**src/rtl/fft_pkg.sv**
```systemverilog
// Shared definitions for the FFT stage feeder: FP32 constants, FSM encoding,
// the N=16 twiddle table and a bit-reverse helper.
package fft_pkg;

  localparam logic [31:0] FP_ONE  = 32'h3F80_0000;
  localparam logic [31:0] FP_ZERO = 32'h0000_0000;

  localparam int TW_DEPTH = 8;

  typedef enum logic [1:0] {
    ST_LOAD  = 2'd0,
    ST_FULL  = 2'd1,
    ST_ISSUE = 2'd2
  } state_e;

  // exp(-j*2*pi*i/16) for i = 0..7
  localparam logic [31:0] TW_RE [TW_DEPTH] = '{
    FP_ONE,       32'h3F6C835E, 32'h3F3504F3, 32'h3EC3EF15,
    FP_ZERO,      32'hBEC3EF15, 32'hBF3504F3, 32'hBF6C835E
  };
  localparam logic [31:0] TW_IM [TW_DEPTH] = '{
    FP_ZERO,      32'hBEC3EF15, 32'hBF3504F3, 32'hBF6C835E,
    32'hBF800000, 32'hBF6C835E, 32'hBF3504F3, 32'hBEC3EF15
  };

  // Reverses the low 'bits' bits of v; upper bits of the result are zero.
  function automatic logic [3:0] bit_rev(input logic [3:0] v, input int bits);
    logic [3:0] r;
    logic [3:0] t;
    r = '0;
    t = v;
    for (int i = 0; i < 4; i++) begin
      if (i < bits) begin
        r = {r[2:0], t[0]};
        t = t >> 1;
      end
    end
    return r;
  endfunction

endpackage

```
**src/rtl/fft_twiddle_rom.sv**
```systemverilog
// Combinational twiddle ROM: 3-bit index into the N=16 half-circle table.
module fft_twiddle_rom
  import fft_pkg::*;
(
  input  logic [2:0]  i_idx,
  output logic [31:0] o_w_real,
  output logic [31:0] o_w_imag
);

  assign o_w_real = TW_RE[i_idx];
  assign o_w_imag = TW_IM[i_idx];

endmodule

```
**src/rtl/fft_stage_feeder.sv**
```systemverilog
// Buffers one N-point complex FP32 block and issues the N/2 radix-2 DIT operand
// sets of one stage per command. Optional macro FFT_FEEDER_BITREV_LOAD_EN.
module fft_stage_feeder
  import fft_pkg::*;
#(
  parameter int LOG2N = 3,
  parameter int DW    = 32
) (
  input  logic             clk,
  input  logic             rst,
  input  logic             in_valid,
  output logic             in_ready,
  input  logic [DW-1:0]    in_real,
  input  logic [DW-1:0]    in_imag,
  input  logic             start,
  input  logic [1:0]       stage,
  output logic             busy,
  output logic             done,
  output logic             bf_valid,
  output logic [DW-1:0]    x_real,
  output logic [DW-1:0]    x_imag,
  output logic [DW-1:0]    y_real,
  output logic [DW-1:0]    y_imag,
  output logic [DW-1:0]    w_real,
  output logic [DW-1:0]    w_imag,
  output logic [LOG2N-1:0] idx_top,
  output logic [LOG2N-1:0] idx_bot
);

  localparam int N    = 1 << LOG2N;
  localparam int HALF = N / 2;
  localparam int AW   = LOG2N;

  state_e          r_state;
  logic [AW-1:0]   r_cnt;
  logic [AW-1:0]   r_k;
  logic [1:0]      r_stage;
  logic            r_in_ready;
  logic            r_busy;
  logic            r_done;
  logic            r_bf_valid;
  logic [DW-1:0]   r_x_re, r_x_im, r_y_re, r_y_im, r_w_re, r_w_im;
  logic [AW-1:0]   r_top, r_bot;

  logic [DW-1:0]   r_buf_re [N];
  logic [DW-1:0]   r_buf_im [N];

  logic [1:0]      w_stage;
  logic [AW-1:0]   w_k, w_span, w_j, w_top, w_bot;
  logic [2:0]      w_sh;
  logic [3:0]      w_j4;
  logic [2:0]      w_tw_idx;
  logic [31:0]     w_tw_re, w_tw_im;
  logic            w_stage_ok;
  logic            w_wr_en;
  logic [AW-1:0]   w_wr_addr;

`ifdef FFT_FEEDER_BITREV_LOAD_EN
  assign w_wr_addr = AW'(bit_rev(4'(r_cnt), LOG2N));
`else
  assign w_wr_addr = r_cnt;
`endif

  assign w_wr_en    = (r_state == ST_LOAD) && in_valid;
  assign w_stage_ok = 32'(stage) < LOG2N;

  // In FULL the first set is addressed from the command inputs so that it is
  // registered on the start edge; in ISSUE the latched stage and k take over.
  always_comb begin
    w_stage  = (r_state == ST_ISSUE) ? r_stage : stage;
    w_k      = (r_state == ST_ISSUE) ? r_k : '0;
    w_span   = AW'(1) << w_stage;
    w_j      = w_k & (w_span - AW'(1));
    w_sh     = {1'b0, w_stage} + 3'd1;
    w_top    = ((w_k >> w_stage) << w_sh) | w_j;
    w_bot    = w_top | w_span;
    w_j4     = 4'(w_j);
    w_tw_idx = 3'(w_j4 << (2'd3 - w_stage));
  end

  fft_twiddle_rom u_rom (
    .i_idx    (w_tw_idx),
    .o_w_real (w_tw_re),
    .o_w_imag (w_tw_im)
  );

  always_ff @(posedge clk) begin
    if (w_wr_en) begin
      r_buf_re[w_wr_addr] <= in_real;
      r_buf_im[w_wr_addr] <= in_imag;
    end
  end

  // state    | meaning
  // ST_LOAD  | accepting samples into the buffer, cnt = next sample number
  // ST_FULL  | block captured, waiting for a legal start command
  // ST_ISSUE | one operand set per cycle, done with the last one
  always_ff @(posedge clk) begin
    if (rst) begin
      r_state    <= ST_LOAD;
      r_cnt      <= '0;
      r_k        <= '0;
      r_stage    <= '0;
      r_in_ready <= 1'b1;
      r_busy     <= 1'b0;
      r_done     <= 1'b0;
      r_bf_valid <= 1'b0;
      r_x_re     <= '0;
      r_x_im     <= '0;
      r_y_re     <= '0;
      r_y_im     <= '0;
      r_w_re     <= '0;
      r_w_im     <= '0;
      r_top      <= '0;
      r_bot      <= '0;
    end else begin
      r_done <= 1'b0;
      case (r_state)
        ST_LOAD: begin
          if (in_valid) begin
            if (r_cnt == AW'(N - 1)) begin
              r_cnt      <= '0;
              r_state    <= ST_FULL;
              r_in_ready <= 1'b0;
            end else begin
              r_cnt <= r_cnt + AW'(1);
            end
          end
        end
        ST_FULL: begin
          if (start && w_stage_ok) begin
            r_state    <= ST_ISSUE;
            r_stage    <= stage;
            r_k        <= AW'(1);
            r_busy     <= 1'b1;
            r_bf_valid <= 1'b1;
            r_done     <= (HALF == 1);
            r_x_re     <= r_buf_re[w_top];
            r_x_im     <= r_buf_im[w_top];
            r_y_re     <= r_buf_re[w_bot];
            r_y_im     <= r_buf_im[w_bot];
            r_w_re     <= w_tw_re;
            r_w_im     <= w_tw_im;
            r_top      <= w_top;
            r_bot      <= w_bot;
          end
        end
        ST_ISSUE: begin
          // r_done marks that the set now on the outputs is the last one
          if (r_done) begin
            r_state    <= ST_LOAD;
            r_busy     <= 1'b0;
            r_bf_valid <= 1'b0;
            r_in_ready <= 1'b1;
          end else begin
            r_k        <= r_k + AW'(1);
            r_done     <= (r_k == AW'(HALF - 1));
            r_x_re     <= r_buf_re[w_top];
            r_x_im     <= r_buf_im[w_top];
            r_y_re     <= r_buf_re[w_bot];
            r_y_im     <= r_buf_im[w_bot];
            r_w_re     <= w_tw_re;
            r_w_im     <= w_tw_im;
            r_top      <= w_top;
            r_bot      <= w_bot;
          end
        end
        default: begin
          r_state    <= ST_LOAD;
          r_cnt      <= '0;
          r_in_ready <= 1'b1;
          r_busy     <= 1'b0;
          r_bf_valid <= 1'b0;
        end
      endcase
    end
  end

  assign in_ready = r_in_ready;
  assign busy     = r_busy;
  assign done     = r_done;
  assign bf_valid = r_bf_valid;
  assign x_real   = r_x_re;
  assign x_imag   = r_x_im;
  assign y_real   = r_y_re;
  assign y_imag   = r_y_im;
  assign w_real   = r_w_re;
  assign w_imag   = r_w_im;
  assign idx_top  = r_top;
  assign idx_bot  = r_bot;

endmodule

```
**config.mk**
```make
export PLATFORM = sky130hd
export DESIGN_NAME = fft_stage_feeder
export DESIGN_NICKNAME = d
export VERILOG_FILES = /design/src/rtl/fft_pkg.sv /design/src/rtl/fft_twiddle_rom.sv /design/src/rtl/fft_stage_feeder.sv
export SDC_FILE = /design/constraint.sdc
export NUM_CORES = 1
export LEC_CHECK = 0
export ABC_AREA = 1
export CAP_MARGIN = 25
export CORE_ASPECT_RATIO = 0.8
export CORE_UTILIZATION = 46
export DETAILED_ROUTE_END_ITERATION = 8
export GPL_TIMING_DRIVEN = 0
export PLACE_DENSITY = 0.63
export REMOVE_ABC_BUFFERS = 1
export SYNTH_ARGS = -nofsm -noshare
export SYNTH_HDL_FRONTEND = slang
export SYNTH_HIERARCHICAL = 1
export SYNTH_SLANG_ARGS = --single-unit
```
**constraint.sdc**
```tcl
create_clock -name clk -period 6.53 [get_ports clk]
set_input_delay 0.9795 -clock clk [delete_from_list [all_inputs] [get_ports clk]]
set_output_delay 0.9795 -clock clk [all_outputs]
set_load 0.005 [all_outputs]
```
# --- Word level (Yosys, flattened, before mapping) ---
# Memory sizes are Yosys's and may differ from the RTL's.
# Cells that the tools add are included.
totals:
  register_bits: 211
  ramBits: 512
  romBits: 512
  in_bits: 70
  wordCells: 109
  mem_count: 4
op_classes:
  n_addsub: 5
  n_lt_le_gt_ge: 2
  n_eq_ne: 9
  n_shift: 4
  muxes: 50
  n_bitwise: 8
  n_reduce_logical: 12
mem_list:
  columns: ["memory", "depth", "word_bits", "read_ports", "rd_clocked_by_memory_dff", "wr", "line_no", "rtl"]
  rows:
  - ["(no name shown)", 8, 32, 1, 0, 0, "fft_twiddle_rom.sv:11", "assign o_w_imag = TW_IM[i_idx];"]
  - ["(no name shown)", 8, 32, 1, 0, 0, "fft_twiddle_rom.sv:10", "assign o_w_real = TW_RE[i_idx];"]
  - ["r_buf_im", 8, 32, 2, 0, 1, "fft_stage_feeder.sv:46", "logic [DW-1:0] r_buf_im [N];"]
  - ["r_buf_re", 8, 32, 2, 0, 1, "fft_stage_feeder.sv:45", "logic [DW-1:0] r_buf_re [N];"]
op_table:
  columns: ["cell", "count"]
  rows:
  - ["$mux W32", 16]
  - ["$pmux W32 S2", 6]
  - ["$mux W3", 9]
  - ["$pmux W3 S2", 4]
  - ["$mux W2", 5]
  - ["$ne A2 B2 Y1 const B", 4]
  - ["$reduce_and A4 Y1", 2]
  - ["$mux W1", 7]
  - ["$add A3 B1 Y3 const B", 2]
  - ["$or A3 B3 Y3", 2]
  - ["$pmux W1 S3", 2]
  - ["$pmux W2 S3", 1]
  - ["$reduce_and A3 Y1", 2]
  - ["$ge A4 B4 Y1 const B", 1]
  - ["$not A1 Y1", 4]
  - ["$not A3 Y4", 1]
  - ["$reduce_and A2 Y1", 2]
  - ["$add A2 B1 Y3 const B", 1]
  - ["$and A3 B3 Y3", 1]
  - ["$eq A3 B2 Y1 const B", 1]
  - ["$eq A3 B3 Y1 const B", 1]
  - ["$reduce_or A3 Y1", 1]
  - ["$shl A1 B2 Y3 const A", 1]
  - ["$shl A3 B2 Y3", 1]
  - ["other kinds (12)", 13]

# --- Logic depth before layout (Yosys ltp) ---
# Gate-level depths: netlist of run 1.
depth:
  word_depth: 12
  ltp_mapped: 17

# --- Modules after synthesis ---
# Netlist of run 1, hierarchy kept.
modules_own_cells:
  columns: ["module", "instances", "cells_each", "area_each_um2", "seq_area_each_um2"]
  rows:
  - ["fft_stage_feeder", 1, 4012, 34114.0, 19598.8]
  - ["fft_twiddle_rom", 1, 87, 590.6, 0.0]

# --- Worst setup path before layout of run 1 ---
# Ideal clock, no wire load.
synth_path:
  kind: "input to register"
  start: "in in_valid"
  end: "mem r_buf_im[1][0] (enable)"
  setup_ns: 0.486
  t_arrival_ns: 3.868
  t_required_ns: 6.044
  slack_ns: 2.176
  stages: 4
  path_buffers: 0
  cell_sequence: "nand2_1 -> inv_1 -> nand2_1 -> nor2_1"
synth_via:
  elab_chain_len: 3
synth_lines:
  columns: ["element", "line_no", "rtl"]
  rows:
  - ["start: declaration", "fft_stage_feeder.sv:11", "input logic in_valid,"]
  - ["$logic_and A1 B1 Y1", "fft_stage_feeder.sv:64", "assign w_wr_en = (r_state == ST_LOAD) && in_valid;"]
  - ["$mux W1", "fft_stage_feeder.sv:88", "if (w_wr_en) begin"]
  - ["$mux W1 (not written as such)", "fft_stage_feeder.sv:90", "r_buf_im[w_wr_addr] <= in_imag;"]
  - ["end: declaration", "fft_stage_feeder.sv:46", null]
# No other way between the ends.

# --- Worst setup path in the final report of run 1 ---
layout_path:
  start: "reg r_state[0]"
  end: "reg r_x_re[26] (netlist: x_real[26])"
layout_via:
  elab_chain_len: 9
  word_cells_on_any_way: 19
  cone_classes: "add/sub: 2; eq/ne: 4; shift: 3; mux: 5; bitwise: 2; reduce/logical: 2; memory: 1"
layout_lines:
  columns: ["element", "line_no", "rtl"]
  rows:
  - ["start: declaration", "fft_stage_feeder.sv:34", "state_e r_state;"]
  - ["start signal: assignment", "fft_stage_feeder.sv:100", "r_state <= ST_LOAD;"]
  - ["start signal: assignment", "fft_stage_feeder.sv:123", "r_state <= ST_FULL;"]
  - ["start signal: assignment", "fft_stage_feeder.sv:132", "r_state <= ST_ISSUE;"]
  - ["$eq A2 B2 Y1", "fft_stage_feeder.sv:70, fft_stage_feeder.sv:71, fft_stage_feeder.sv:118", null]
  - ["$mux W2", "fft_stage_feeder.sv:70", "w_stage = (r_state == ST_ISSUE) ? r_stage : stage;"]
  - ["$shl A1 B2 Y3", "fft_stage_feeder.sv:72", "w_span = AW'(1) << w_stage;"]
  - ["$sub A3 B1 Y3", "fft_stage_feeder.sv:73", "w_j = w_k & (w_span - AW'(1));"]
  - ["$and A3 B3 Y3", "fft_stage_feeder.sv:73", null]
  - ["$or A3 B3 Y3", "fft_stage_feeder.sv:75", "w_top = ((w_k >> w_stage) << w_sh) | w_j;"]
  - ["$mem_v2 Z8 W32", null, null]
  - ["$mux W32 (on tied branches)", "fft_stage_feeder.sv:150, fft_stage_feeder.sv:131", null]
  - ["$pmux W32 S2", "fft_stage_feeder.sv:118", "case (r_state)"]
  - ["end signal: assignment", "fft_stage_feeder.sv:138", "r_x_re <= r_buf_re[w_top];"]
  - ["end signal: assignment", "fft_stage_feeder.sv:158", "r_x_re <= r_buf_re[w_top];"]
  - ["end: declaration", "fft_stage_feeder.sv:42", "logic [DW-1:0] r_x_re, r_x_im, r_y_re, r_y_im, r_w_re, r_w_im;"]
# Several ways; a longest one is shown, not always the timed one. The select of a mux whose other input is x is not followed.
# A chain may end at the register's enable or synchronous reset.

==> results.tsv, run 1 <==
metric	value	unit
status	completed	
per-cell routed wire length	19.99	um
H-tree Lvls	3	
post-route ant nets	0	
switching power total	3360	uW
CTS resizes	0	
Post-route DRC	0	
Total GRT Usage	26.89	%
Comb power frac	18.7	%
CTS Hold Bufs	0	
first-pass GRT wire length	157.8	mm
register share of total power	45.3	%
Port Buffers	271	
Clock Skews	0.02117	ns
PwrDens	294.6	mW/mm2
gpl congestion	0.7586	
Critical Path AT	5.30	ns
commonest non-fill, non-tap cell in the layout	nand3_1	
Worst Path Max Fanout	118	
die area	0.07655	mm2
Slew @ Worst Pin	0.9924	ns
via count	28590	
syn avg cell area	8.467	um2
# Max-Cap Violations	0	
Critical Path Sink Type	register	
Area after DPL	0.03826	mm2
post-synth cell types	29	
vias in the first global route	26780	
Mapped Area	0.03470	mm2
Synth-to-Final Area Change	17.41	%
max-slew violations	0	
total congestion overflow	0	
TNS Setup	0	ns
largest net degree at the start of global routing	143	
total power	12000	uW
clk slew on worst S/H paths	0.06	ns
detailed placer's ending HPWL	55.85	mm
chip height	247.7	um
Final Instance Area	0.04075	mm2
worst hold path class	register to register	
internal power	8643	uW
Period Utilization, post-route	73.49	%
RSZ-0062 raised after global routing	no	
final setup violating endpoints	0	
number of cells produced by synthesis	4099	
sequential fraction of the synthesis area	56.47	%
Num CTS Buffers	77	
ratio of cells with drive above 1 in the final layout	4.772	%
CTS Sinks	723	
clock network power share	36.0	%
Root Buffer	clkbuf_16	
Max VDD drop	0.1885	mV
Max Clock Freq	0.2084	GHz
leakage	0.01652	uW
sw frac	27.99	%
WL final	104.3	mm
DR pass1 iterations	6	
drt via density	5.478	
Hold Fails Final Rpt	0	
commonest non-fill, non-tap cells in the layout	nand3_1, nand2_1, edfxtp_1	
worst setup path category	register to register	
Crit path required time	7.03	ns
synth warn	6	
kind of start point of the critical path	register	
CTS max path bufs	3	
Nets	4234	
crit path time final	4.799	ns
Ports	272	
Rows	89	
initial antenna violation count	7	
Setup Fix Bufs, Post-CTS	0	
Worst-Skew Late Latency	0.63	ns
Die W	309.1	um
FF+latch count, synth	723	
initial core utilization	46.79	%
Worst slew margin	33.69	%
CTS tree	yes	
core region area	0.07416	mm2
Initial DRC Count	2868	
==> path summary, 6_finish.rpt <==
| kind | end | startpoint | depth (start not counted) | slack, ns |
|---|---|---|---|---|
| worst max register to register | x_real[26]$_SDFFE_PP0P_ | r_state[0]$_SDFFE_PP0P_ | 15 | 1.73 |
| worst max-delay path | x_real[26]$_SDFFE_PP0P_ | r_state[0]$_SDFFE_PP0P_ | 15 | 1.73 |
| worst min register to register | done$_SDFF_PP0_ | done$_SDFF_PP0_ | 1 | 0.47 |
| worst min-delay path | done$_SDFF_PP0_ | done$_SDFF_PP0_ | 1 | 0.47 |
==> cell usage after synthesis (all sizes together) <==
cell	number	area, um2
or2	1	6.260
o21ai	79	395.4
ha	14	175.2
inv	313	1180
o211a	1	10.01
nor3	2	10.01
conb	1	3.750
nand3	1079	5400
a21boi	1	7.510
a211oi	3	22.52
clkbuf	103	386.6
buf	252	1456
a31oi	1	6.260
nand2	1028	3896
dfxtp	211	4224
nand3b	33	247.7
o211ai	2	15.01
edfxtp	512	15370
a21oi	115	575.6
nor2	348	1311
==> kinds of logic after synthesis <==
kind of cell    share of synthesized area, %
compound gates                         2.974
fa+ha+maj                             0.5047
buf+inv                                8.710
flops                                  56.47
other cells                          0.01081
simple gates                           31.33
==> routing by layer <==
metal | wire length [um] | share of wire [%] | global-route usage, %
met5 | 55 | 0.053 | 0
met3 | 8342 | 8.0 | 4.312
met1 | 43290 | 41 | 35.99
met2 | 48800 | 47 | 43.67
met4 | 3835 | 3.7 | 10.88
==> per-stage QoR <==
stage          worst slack, ns  std cells  hold WS (ns)  util, %
2_1_floorplan           -6.442       3747        0.4436        -
3_3_place_gp            -17.53       5019        0.4506    49.67
3_5_place_dp             1.607       5072        0.4614    51.58
4_1_cts                  1.753       5213        0.4706    54.92
5_1_grt                  1.441       5216        0.4980    54.93
6_report                 1.731       5218        0.4725    54.94
==> power groups by stage <==
stage / sequential [uW] / clock (uW) / combinational (uW)
floorplan: 5540 / 0 / 1240
global placement: 5590 / 0 / 2220
detailed placement: 5530 / 0 / 2230
CTS: 5440 / 4390 / 2240
global route: 5470 / 4580 / 2460
finish: 5440 / 4320 / 2240
==> area by class of cell <==
class	count	area [um2]
antenna	5	12.51
clock buffer	119	2268
clock inverter	22	209.0
fill	6697	33420
inverter	313	1202
multi-input combinational	2711	12240
sequential	723	19600
tap	1001	1252
timing repair buffer	324	3965
==> critical path: stages (launching register included) <==
cell and delay [ns]:
dfxtp_1 0.31, inv_1 0.13, ha_1 0.38, nand2_8 0.30, inv_8 0.44, buf_16 0.40
buf_16 0.49, nand3_1 0.21, nand2_4 0.41, buf_16 0.33, inv_6 0.29, buf_16 0.35
nand3_1 0.15, a21oi_1 0.08, nor2_1 0.13, nor2_1 0.04
==> registers in the layout, indices dropped and copies added (netlist names), 3 cells and up <==
register	count
x_imag	32
y_real	32
r_cnt	3
r_k	3
r_buf_re	256
idx_top	3
w_imag	32
w_real	32
x_real	32
r_buf_im	256
idx_bot	3
y_imag	32
Power figures use the tool's default switching activity.
==> run 2: changes to the inputs <==
--- a/config.mk
+++ b/config.mk
@@ -11,7 +11,7 @@
 export CORE_UTILIZATION = 46
 export DETAILED_ROUTE_END_ITERATION = 8
 export GPL_TIMING_DRIVEN = 0
-export PLACE_DENSITY = 0.63
+export PLACE_DENSITY = 0.66
 export REMOVE_ABC_BUFFERS = 1
 export SYNTH_ARGS = -nofsm -noshare
 export SYNTH_HDL_FRONTEND = slang
==> constraint.sdc (replaced) <==
create_clock -name clk -period 3.9 [get_ports clk]
set_input_delay 0.585 -clock clk [delete_from_list [all_inputs] [get_ports clk]]
set_output_delay 0.585 -clock clk [all_outputs]
set_load 0.005 [all_outputs]
==> results.tsv, run 2 (synthesis results as in run 1) <==
metric	value	unit	change
status	completed		unchanged
Root Buffer	clkbuf_16		unchanged
commonest non-fill, non-tap cells in the layout	nand3_1, nand2_1, edfxtp_1		unchanged
Synth-to-Final Area Change	17.99	%	was 17.41%
initial core utilization	46.79	%	unchanged
internal power	14340	uW	was 8643 uW
via count	29110		was 28.59k
largest net degree at the start of global routing	141		was 143
die area	0.07655	mm2	unchanged
Period Utilization, post-route	98.23	%	was 73.49%
total congestion overflow	0		unchanged
pre-CTS WS	-0.8206	ns	was 1.607 ns
leakage	0.01664	uW	was 0.01652 uW
Rows	89		unchanged
RSZ-0062 raised after global routing	no		unchanged
Max stage delay cell, worst path	inv_16		was buf_16
CTS Sinks	723		unchanged
Comb power frac	19.1	%	was 18.7%
Num CTS Buffers	76		was 77
sw frac	28.15	%	was 27.99%
RR Endpoint	x_real[28]$_SDFFE_PP0P_		was x_real[26]$_SDFFE_PP0P_
per-cell routed wire length	20.50	um	was 19.99 um
worst setup path category	register to register		unchanged
clk slew on worst S/H paths	0.06	ns	about the same
worst stage delay on the critical path	0.34	ns	was 0.49 ns
Nets	4244		was 4,234
vias in the first global route	26800		was 26.78k
initial antenna violation count	7		unchanged
post-route ant nets	0		unchanged
hold_sp	rst		was done$_SDFF_PP0_
WL final	107.2	mm	was 104.3 mm
Final Instance Area	0.04095	mm2	was 0.04075 mm2
Max Clock Freq	0.2610	GHz	was 0.2084 GHz
# Max-Cap Violations	0		unchanged
CTS Hold Bufs	0		unchanged
Max VDD drop	0.3136	mV	was 0.1885 mV
Worst slew margin	37.95	%	was 33.69%
Port Buffers	271		unchanged
Total GRT Usage	27.12	%	was 26.89%
Slew @ Worst Pin	0.9300	ns	was 0.9924 ns
worst hold path class	input pin to register		was register to register
hold-critical path depth	2		was 1
Critical R2R Launch	r_state[0]$_SDFFE_PP0P_		unchanged
Hold Fails Final Rpt	0		unchanged
detailed placer's ending HPWL	55.18	mm	was 55.85 mm
clock network power share	35.3	%	was 36.0%
CP delay by family, top	buffers and inverters		unchanged
Post-route DRC	0		unchanged
register share of total power	45.7	%	was 45.3%
Buf/Inv on CP	7		unchanged
core region area	0.07416	mm2	unchanged
Worst-Skew Late Latency	0.62	ns	was 0.63 ns
Initial DRC Count	3152		was 2,868
max-slew violations	0		unchanged
drt via density	5.569		was 5.478
ratio of cells with drive above 1 in the final layout	5.139	%	was 4.772%
Ports	272		unchanged
Worst Path Max Fanout	79		was 118
Die W	309.1	um	unchanged
H-tree Lvls	3		unchanged
Clock Skews	0.01928	ns	was 0.02117 ns
Crit path required time	4.40	ns	was 7.03 ns
most frequent CP cell	nand2_1		was buf_16
Post-Layout Cell Count	5228		was 5,218
kind of start point of the critical path	register		unchanged
Critical Path AT	4.33	ns	was 5.30 ns
top flop regs	r_buf_im: 256 flops, r_buf_re: 256 flops		unchanged
DR pass1 iterations	6		unchanged
worst setup margin	0.06896	ns	was 1.731 ns
WHS Endpoint	x_imag[6]$_SDFFE_PP0P_		was done$_SDFF_PP0_
PwrDens	487.6	mW/mm2	was 294.6 mW/mm2
final setup violating endpoints	0		unchanged
Critical Path Sink Type	register		unchanged
placed cells	5072		unchanged
CTS tree	yes		unchanged
crit path time final	3.831	ns	was 4.799 ns
commonest non-fill, non-tap cell in the layout	nand3_1		unchanged
R2R cell count	16		was 15
chip height	247.7	um	unchanged
Area after DPL	0.03824	mm2	was 0.03826 mm2
CTS max path bufs	3		unchanged
switching power total	5621	uW	was 3360 uW
TNS Setup	0	ns	unchanged
gpl congestion	0.7795		was 0.7586
critical path, cell by cell	inv_1 -> ha_4 -> nand2_8 -> buf_16 -> inv_16 -> buf_16 -> nand3_2 -> nand2_8 -> inv_12 -> clkbuf_16 -> nand3_1 -> nand2_1 -> nand2_1 -> nand3_1 -> nand2_1 -> inv_1		was inv_1 -> ha_1 -> nand2_8 -> inv_8 -> buf_16 -> buf_16 -> nand3_1 -> nand2_4 -> buf_16 -> inv_6 -> buf_16 -> nand3_1 -> a21oi_1 -> nor2_1 -> nor2_1
worst reg2reg setup slack	0.07	ns	was 1.73 ns
first-pass GRT wire length	158.8	mm	was 157.8 mm
-- run 2: layout make-up --
cell class	count	area, um2
clock inverters	26	206.4
well taps	1001	1252
multi-input cells	2715	12320
diodes	4	10.01
inverters	313	1236
repair buffers	331	4113
flip-flops and latches	723	19600
clock buffers	115	2207
fillers	6629	33220
-- run 2: layer usage --
layer / track usage, % / share of wire (%) / up-vias
met5: 0 / 0.046 / -
met4: 9.712 / 3.0 / 8
met3: 4.372 / 9.8 / 254
met2: 44.91 / 47 / 1508
met1: 36.01 / 40 / 13590
li1: - / - / 13760
-- run 2: power by group through the flow --
stage,combinational (uW),sequential (uW),clock [uW]
6_report,3810,9120,7040
5_1_grt,4170,9170,7460
3_3_place_gp,3680,9350,0
3_5_place_dp,3710,9270,0
4_1_cts,3790,9120,7140
2_1_floorplan,2070,9270,0
-- run 2: worst max-delay path by stage --
stage                            startpoint                 endpoint  slack (ns)  depth (start not counted)
finish              r_state[0]$_SDFFE_PP0P_  x_real[28]$_SDFFE_PP0P_        0.07                         16
CTS                 r_state[0]$_SDFFE_PP0P_  x_imag[27]$_SDFFE_PP0P_        0.05                         15
floorplan           r_state[0]$_SDFFE_PP0P_   y_imag[7]$_SDFFE_PP0P_       -8.80                         14
detailed placement  r_state[0]$_SDFFE_PP0P_  x_imag[28]$_SDFFE_PP0P_       -0.82                         15
global route        r_state[0]$_SDFFE_PP0P_  x_real[14]$_SDFFE_PP0P_      0.0003                         14
global placement                   stage[0]  y_real[15]$_SDFFE_PP0P_      -19.16                         12
-- run 2: per-stage QoR --
step	power (uW)	util, %	hold WS (ns)
final	19970	55.21	0.4131
after CTS	20040	55.08	0.3972
after global placement	13030	49.67	0.4402
after detailed placement	12980	51.56	0.4381
after global routing	20810	55.20	0.4198
after floorplan	11340	-	0.4436
-- run 2: timing repair --
action                                 4_1_cts  5_1_grt
gates cloned                                 6        3
setup endpoints to repair                  124       82
setup buffers                                1        1
pin swaps                                    5        3
resized for setup                           13        4
endpoints found under the hold margin        0        0
